--- src/rtl/se_pkg.sv ---
// Shared definitions for the sound-effect arbiter: default frequency width and FSM states.
package se_pkg;
  localparam int unsigned SE_FREQ_W = 16;

  typedef enum logic [1:0] {
    IDLE,
    WAIT_START,
    PLAY,
    GAP
  } se_state_t;
endpackage

--- src/rtl/se_prio_enc.sv ---
// Lowest-index-first priority encoder: index 0 wins, valid flags any request.
module se_prio_enc #(
  parameter int unsigned N     = 4,
  parameter int unsigned IDX_W = (N > 1) ? $clog2(N) : 1
) (
  input  logic [N-1:0]     req,
  output logic             valid,
  output logic [IDX_W-1:0] idx
);

  // Scan from the top down so the last hit is the lowest set index.
  always_comb begin
    valid = 1'b0;
    idx   = '0;
    for (int i = N - 1; i >= 0; i--) begin
      if (req[i]) begin
        valid = 1'b1;
        idx   = IDX_W'(i);
      end
    end
  end

endmodule

--- src/rtl/se_arbiter.sv ---
// Shares one tone generator among N score players: latches triggers, grants by fixed
// priority with optional preemption, forwards the owner's tone and inserts a silent gap.
module se_arbiter
  import se_pkg::*;
#(
  parameter int unsigned N             = 4,
  parameter int unsigned FREQ_W        = SE_FREQ_W,
  parameter int unsigned GAP_CYCLES    = 50000,
  parameter int unsigned START_TIMEOUT = 16,
  parameter int unsigned PREEMPT       = 1
) (
  input  logic                iClock,
  input  logic                iReset,
  input  logic [N-1:0]        iReq,
  input  logic [N-1:0]        iSrcEnable,
  input  logic [N*FREQ_W-1:0] iSrcFreq,
  output logic [N-1:0]        oTrig,
  output logic [N-1:0]        oGrant,
  output logic                oEnable,
  output logic [FREQ_W-1:0]   oFreq,
  output logic                oBusy
);

  localparam int unsigned IDX_W    = (N > 1) ? $clog2(N) : 1;
  localparam int unsigned TMAX     = (GAP_CYCLES > START_TIMEOUT) ? GAP_CYCLES : START_TIMEOUT;
  localparam int unsigned TW       = $clog2(TMAX + 1);
  localparam int unsigned GAP_LAST = (GAP_CYCLES == 0) ? 0 : GAP_CYCLES - 1;
  localparam int unsigned ST_LAST  = (START_TIMEOUT == 0) ? 0 : START_TIMEOUT - 1;

  se_state_t          state, state_n;
  logic [N-1:0]       pending, pending_n;
  logic [IDX_W-1:0]   sel, sel_n;
  logic [TW-1:0]      timer, timer_n;
  logic [N-1:0]       trig_n, grant_n, clr_mask;
  logic               enable_n, busy_n, grant_new;
  logic [FREQ_W-1:0]  freq_n;
  logic               enc_valid;
  logic [IDX_W-1:0]   enc_idx;

  se_prio_enc #(.N(N), .IDX_W(IDX_W)) u_enc (
    .req   (pending),
    .valid (enc_valid),
    .idx   (enc_idx)
  );

  // State register and registered outputs; reset silences the tone generator immediately.
  always_ff @(posedge iClock or posedge iReset) begin
    if (iReset) begin
      state   <= IDLE;
      pending <= '0;
      sel     <= '0;
      timer   <= '0;
      oTrig   <= '0;
      oGrant  <= '0;
      oEnable <= 1'b0;
      oFreq   <= '0;
      oBusy   <= 1'b0;
    end else begin
      state   <= state_n;
      pending <= pending_n;
      sel     <= sel_n;
      timer   <= timer_n;
      oTrig   <= trig_n;
      oGrant  <= grant_n;
      oEnable <= enable_n;
      oFreq   <= freq_n;
      oBusy   <= busy_n;
    end
  end

  // Next-state, pending bookkeeping and next output values.
  always_comb begin
    state_n   = state;
    sel_n     = sel;
    timer_n   = timer;
    clr_mask  = '0;
    trig_n    = '0;
    grant_new = 1'b0;
    grant_n   = '0;
    enable_n  = 1'b0;
    freq_n    = '0;
    busy_n    = 1'b0;

    case (state)
      IDLE: begin
        if (enc_valid) grant_new = 1'b1;
      end
      WAIT_START: begin
        if (iSrcEnable[sel]) begin
          state_n = PLAY;
        end else if (timer == TW'(ST_LAST)) begin
          timer_n = '0;
          state_n = (GAP_CYCLES == 0) ? IDLE : GAP;
        end else begin
          timer_n = timer + TW'(1);
        end
      end
      PLAY: begin
        if (!iSrcEnable[sel]) begin
          timer_n = '0;
          state_n = (GAP_CYCLES == 0) ? IDLE : GAP;
        end else if (PREEMPT != 0 && enc_valid && enc_idx < sel) begin
          grant_new = 1'b1;
        end
      end
      GAP: begin
        if (timer == TW'(GAP_LAST)) begin
          timer_n = '0;
          state_n = IDLE;
        end else begin
          timer_n = timer + TW'(1);
        end
      end
      default: state_n = IDLE;
    endcase

    // A fresh grant (from IDLE or by preemption) pulses the winner's start line.
    if (grant_new) begin
      sel_n    = enc_idx;
      clr_mask = N'(1) << enc_idx;
      trig_n   = clr_mask;
      timer_n  = '0;
      state_n  = WAIT_START;
    end

    // A request in the grant cycle re-queues: set wins over clear.
    pending_n = (pending & ~clr_mask) | iReq;

    if (state_n == WAIT_START || state_n == PLAY) grant_n = N'(1) << sel_n;
    enable_n = (state_n == PLAY);
    busy_n   = (state_n != IDLE);
    for (int i = 0; i < N; i++) begin
      if (enable_n && sel_n == IDX_W'(i)) freq_n = iSrcFreq[i*FREQ_W +: FREQ_W];
    end
  end

endmodule

--- config.mk ---
export PLATFORM = sky130hd
export DESIGN_NAME = se_arbiter
export DESIGN_NICKNAME = d
export VERILOG_FILES = /design/src/rtl/se_pkg.sv /design/src/rtl/se_prio_enc.sv /design/src/rtl/se_arbiter.sv
export SDC_FILE = /design/constraint.sdc
export NUM_CORES = 1
export LEC_CHECK = 0
export ABC_AREA = 1
export BUFFER_PORTS_ARGS = -buffer_cell sky130_fd_sc_hd__buf_2
export CORE_UTILIZATION = 46
export DETAILED_ROUTE_END_ITERATION = 7
export PLACE_DENSITY = 0.76
export SETUP_SLACK_MARGIN = 0.3
export SKIP_CTS_REPAIR_TIMING = 1
export SLEW_MARGIN = 5
export SYNTH_ARGS = -nofsm -noshare
export SYNTH_HDL_FRONTEND = slang
export SYNTH_SLANG_ARGS = --single-unit
export TNS_END_PERCENT = 10
--- constraint.sdc ---
create_clock -name iClock -period 2.7 [get_ports iClock]
set_clock_uncertainty 0.15 [all_clocks]
set_input_delay 0.54 -clock iClock [delete_from_list [all_inputs] [get_ports iClock]]
set_output_delay 0.54 -clock iClock [all_outputs]
set_load 0.005 [all_outputs]
; ---- Word-level counts from Yosys, hierarchy flattened
; Cells that the tools add are included.
[totals]
input_bits = 74
out_inout_bits = 26
elab_cells = 73
reg_bits = 50
[classes]
bitwise = 3
muxes = 33
n_shift = 2
n_reduce_logical = 11
eq_ne = 12
add_sub_neg = 1
n_lt_le_gt_ge = 2
[ops]
columns = cell, n
row1 = 2-to-1 mux 16 bit, 9
row2 = case mux 16 bit (3 select lines), 1
row3 = 2-to-1 mux 2 bit, 10
row4 = adder 16 x 1 -> 16 bit (second input constant), 1
row5 = == test 16 bit (second input constant), 1
row6 = == test 16 x 4 -> 1 bit (second input constant), 1
row7 = == test 2 bit (second input constant), 5
row8 = 2-to-1 mux 1 bit, 8
row9 = 2-to-1 mux 4 bit, 2
row10 = left shift 1 x 2 -> 4 bit (first input constant), 2
row11 = == test 2 x 1 -> 1 bit (second input constant), 3
row12 = != test 3 bit (second input constant), 2
row13 = case mux 2 bit (3 select lines), 1
row14 = logical AND 1 bit, 5
row15 = AND 4 bit, 1
row16 = logical NOT 2 bit, 2
row17 = NOT 4 bit, 1
row18 = bitwise OR 4 bit, 1
row19 = nonzero test 4 bit, 1
row20 = < comparator 2 x 3 -> 1 bit (second input constant), 1
row21 = AND reduction 3 bit, 1
row22 = binary-select mux 1 bit (select 2 bit), 1
row23 = < comparator 2 bit, 1
row24 = case mux 1 bit (2 select lines), 1
row25 = other kinds (2), 2

; ---- Longest topological paths before layout
[depth]
word_depth = 16
mapped_depth = 14
mapped_depth_nobuf = 14

; ---- Hierarchy
; From an unflattened synthesis, not the netlist that was laid out.
[hier_totals]
hier_cells = 369
area_unflattened_um2 = 3110.5
[modules_own_cells]
columns = module, area_per_inst_um2, seq_area_each_um2, cells_per_inst, n_inst
row1 = se_arbiter, 3074.2, 1251.2, 361, 1
row2 = se_prio_enc, 36.3, 0.0, 8, 1

; ---- Least setup slack after synthesis
; Ideal clock, no wire load.
[synth_path]
kind = flip-flop to flip-flop
from = reg pending[0]
to = reg oFreq[10]
path_stages_with_launch = 14
path_slack_ps = -31
n_path_buf = 2
t_arrival_ps = 2510
period_less_slack_ps = 2731
setup_time_ps = 71
required_time_ps = 2479
cell_sequence = dfrtp_1 nor3_1 ha_1 nor3_2 nand2_1 nor2_2 nand2_4 nand2_8 a21oi_1 ha_1 clkbuf_1 clkbuf_1 nand4_1 nand4_1
[synth_via]
elab_chain_cells = 13
elab_cells_between_ends = 23
cone_classes = order compare: 1 / eq/ne: 4 / mux: 12 / reduce/logical: 6
[synth_rtl]
columns = item, line
row1 = "start, declared", se_arbiter.sv:31  ; logic [N-1:0] pending, pending_n;
row2 = "start signal, assigned", se_arbiter.sv:60  ; pending <= pending_n;
row3 = 2-to-1 mux 2 bit, se_prio_enc.sv:16  ; if (req[i]) begin
row4 = < comparator 2 bit, se_arbiter.sv:102  ; end else if (PREEMPT != 0 && enc_valid && enc_idx < sel) begin
row5 = logical AND 1 bit, se_arbiter.sv:102
row6 = 2-to-1 mux 1 bit, se_arbiter.sv:102
row7 = 2-to-1 mux 1 bit, se_arbiter.sv:99  ; if (!iSrcEnable[sel]) begin
row8 = case mux 1 bit (2 select lines) *, se_arbiter.sv:84  ; case (state)
row9 = 2-to-1 mux 2 bit *, se_arbiter.sv:118  ; if (grant_new) begin
row10 = == test 2 bit *, se_arbiter.sv:130  ; enable_n = (state_n == PLAY);
row11 = net enable_n, se_arbiter.sv:35  ; logic enable_n, busy_n, grant_new;
row12 = logical AND 1 bit, se_arbiter.sv:133  ; if (enable_n && sel_n == IDX_W'(i)) freq_n = iSrcFreq[i*FREQ_W +: FREQ_W];
row13 = 2-to-1 mux 16 bit (3 in series), se_arbiter.sv:133
row14 = 2-to-1 mux 16 bit *, se_arbiter.sv:133
row15 = net freq_n[10], se_arbiter.sv:36  ; logic [FREQ_W-1:0] freq_n;
row16 = "end signal, assigned", se_arbiter.sv:66  ; oFreq <= freq_n;
row17 = "end, declared", se_arbiter.sv:20  ; output logic [FREQ_W-1:0] oFreq,
; The timed path passes the listed nets; every way through them passes the cells marked *.
; A chain may end at the register's enable or synchronous reset.

; ---- Final worst setup path
[layout_path]
from = reg pending[3]
to = reg oFreq[13]
[layout_via]
elab_chain_cells = 16
elab_cells_between_ends = 29
cone_classes = order compare: 1 / eq/ne: 4 / mux: 18 / reduce/logical: 6
[layout_rtl]
columns = item, line
row1 = 2-to-1 mux 2 bit (4 in series), se_prio_enc.sv:16
row2 = < comparator 2 bit, se_arbiter.sv:102
row3 = logical AND 1 bit, se_arbiter.sv:102
row4 = 2-to-1 mux 1 bit, se_arbiter.sv:102
row5 = 2-to-1 mux 1 bit, se_arbiter.sv:99
row6 = case mux 1 bit (2 select lines) *, se_arbiter.sv:84
row7 = 2-to-1 mux 2 bit *, se_arbiter.sv:118
row8 = == test 2 bit *, se_arbiter.sv:130
row9 = net enable_n, se_arbiter.sv:35
row10 = logical AND 1 bit, se_arbiter.sv:133
row11 = 2-to-1 mux 16 bit (3 in series), se_arbiter.sv:133
row12 = 2-to-1 mux 16 bit *, se_arbiter.sv:133
row13 = net freq_n[13], se_arbiter.sv:36
; Marked as above.

==> impl_metrics.ini <==
[status]
run_status = completed

[floorplanning]
core_um2 = 6386
initial_core_utilization_pct = 48.02
die_w_um = 83.65
design.die.area_um2 = 6997
die_height_um = 83.65
design.portCount = 100
rows = 29

[cts]
clkLatencyLatePin_ns = 0.30
clk_path_buf_depth = 2
clk_root_buffer_cell = clkbuf_8
cts_tree = built
clock-sinks = 50
cts_made_buffers = 5
ctsHtreeMaxLevel = 2
clock_transition_time_at_the_flip_flop_clock_pins_of_the_worst_setup_and_hold_paths_ns = 0.10

[global_route]
global_route.overflow_total = 0
first_global_vias = 2857
grt_pass1_wl_mm = 12.94
grt_max_degree = 66
antenna_found_initial = 0
grt_usage_pct = 22.58

[yosys]
synth.avg_cell_area_um2 = 8.244
ys_seq_elements = 50
synth_cells = 372
mappedNetlistNets = 450
mappedNetlistArea_um2 = 3067
synth_cell_type_count = 30
synth-warning-count = 0
synth_sequential_area_ratio_pct = 40.80

[route]
routed-via-count = 3122
postRouteAntennaNets = 0
drt_pre_antenna_iters = 4
detail_route.vias_per_cell = 5.718
routedWlPerCell_um = 15.44
finalWirelength_mm = 8.428
drtIter0Drc = 264
remaining_drc_errors = 0

[timing]
drv_slew = 0
finalHoldViolations = 0
setup_violation_total_in_the_final_timing_report = 0
max_clock_freq_ghz = 0.4301
slew_limit_headroom_pct = 69.06
final_period_minus_worst_setup_slack_ns = 2.325
fin_setup_tns_ns = 0
worst-slew-pin-transition_ns = 0.4629
finalCritPeriodShare_pct = 86.12
rsz_0062_raised_after_global_routing = yes

[placement]
placedInstanceArea_um2 = 3545
dp_hpwl_mm = 5.676
gpl_wtd_cong = 0.9026
place_inst = 530
port_buffers = 99

[power_and_ir_drop]
power-per-cell-area_nw_per_um2 = 494.9
leakage_uw = 0.001933
vdd_ir_drop_max_mv = 0.3543

[setup_path]
crit-reg2reg-launch = pending[3]
critPathLaunchType = flop
crit_required_ns = 2.79
timing.critical_path.from = pending[3]
ff2ff_setup_slack_ns = 0.37
cp-end-kind = flop
worstPathMaxFanout = 16
worst_ep_arrival_time_ns = 2.42
worstSetupPathType = reg -> reg

[cells_and_area]
nets = 546
insertedDiodeCount = 0
mostFrequentLayoutCells = buf_2, nand4_1, nand2_1
layout.cells.non_filler = 546
layout.area.seq_um2 = 1252
drive_gt1_share_pct = 32.62
flow.area_growth_from_synthesis_pct = 24.72
design_area_um2 = 3825
layout.cells.most_common = buf_2
combined_area_of_the_multi_input_logic_cells_um2 = 1593
fillCellCount = 589

[hold_path]
kind_of_path_behind_the_tightest_hold_check = in -> async

[flow_run]
maxCapViolCount = 0
## flip-flops by register name, indices dropped and copies added, names as in the netlist
signal,cells
timer,16
oBusy,1
oGrant,4
pending,4
state,2
oTrig,4
oFreq,16
oEnable,1
sel,2
## power breakdown
group          total (µW)  switching (µW)  internal [µW]
combinational         445             276            169
clock                 539             261            278
sequential            909            86.6            823
## worst max-delay path: stages, from the launching register on
cell and delay (ns):
dfrtp_1 0.43, nor2_4 0.16, buf_4 0.14, nand2_1 0.06
nand2_1 0.36, nand2_8 0.12, a21oi_4 0.20, ha_4 0.23
buf_6 0.19, nand4_1 0.11, nand4_1 0.12
## synth_stat cells
cell / instances / area share [%]
nand4_1: 86 / 18
nand2_1: 62 / 7.6
dfrtp_1: 50 / 41
inv_1: 32 / 3.9
nor2_1: 25 / 3.1
nand3_1: 23 / 3.8
nor3_1: 10 / 1.6
buf_6: 9 / 3.3
o21ai_0: 9 / 1.5
a21oi_1: 8 / 1.3
clkbuf_1: 7 / 0.86
buf_4: 6 / 1.5
nor4_1: 6 / 1.2
nand2_4: 5 / 1.8
o21bai_1: 5 / 1.2
xor2_1: 5 / 1.4
ha_1: 4 / 1.6
nand2_2: 3 / 0.61
nand3_2: 3 / 0.98
nor3_2: 3 / 0.98
nand2_8: 2 / 1.3
buf_2: 1 / 0.16
inv_2: 1 / 0.12
inv_4: 1 / 0.20
inv_6: 1 / 0.29
nand3b_1: 1 / 0.24
nor2_2: 1 / 0.20
nor2_4: 1 / 0.37
o21ai_2: 1 / 0.29
or2_2: 1 / 0.20
## layout make-up
class | instances | share of cell area, %
Clock buffer | 5 | 1.799
Clock inverter | 3 | 1.145
Inverter | 35 | 3.696
Multi-Input combinational cell | 266 | 41.64
Sequential cell | 50 | 32.74
Tap cell | 77 | 2.519
Timing Repair Buffer | 110 | 16.45
## cell families after synthesis
| family | Yosys count | synth area share, % |
|---|---|---|
| and+or+nand+nor | 232 | 41.53 |
| AOI/OAI and AO/OA | 23 | 4.284 |
| DFF | 50 | 40.80 |
| xor gates and xnor gates | 5 | 1.428 |
| adders and majority gates | 4 | 1.632 |
| buffers and inverters | 58 | 10.32 |
## final timing paths
kind / depth (start not counted) / to
max: 10 / oFreq[13]
min: 2 / oGrant[1]
max reg2reg: 10 / oFreq[13]
min reg2reg: 2 / timer[1]
max in group asynchronous: 3 / pending[1]
min in group iClock: 2 / pending[0]
## stage by stage
stage	worst slack [ns]	hold slack (ns)	total power [µW]	util (%)
2_1_floorplan	0.2980	0.3290	1214	-
3_3_place_gp	0.2820	0.3609	1326	55.51
3_5_place_dp	0.1481	0.3642	1340	55.51
4_1_cts	0.1237	0.04481	1883	57.27
5_1_grt	0.2298	0.05657	2005	59.89
6_report	0.3749	0.03204	1893	59.89
## metal layers
layer | wire length [µm] | share of wire [%] | global-route usage (%) | vias up
li1 | - | - | - | 1515
met1 | 3364 | 40 | 28.95 | 1471
met2 | 4481 | 53 | 39.25 | 130
met3 | 547 | 6.5 | 4.550 | 6
met4 | 34 | 0.40 | 5.085 | 0
met5 | 0 | 0 | 0 | -
Power figures use the tool's default switching activity.
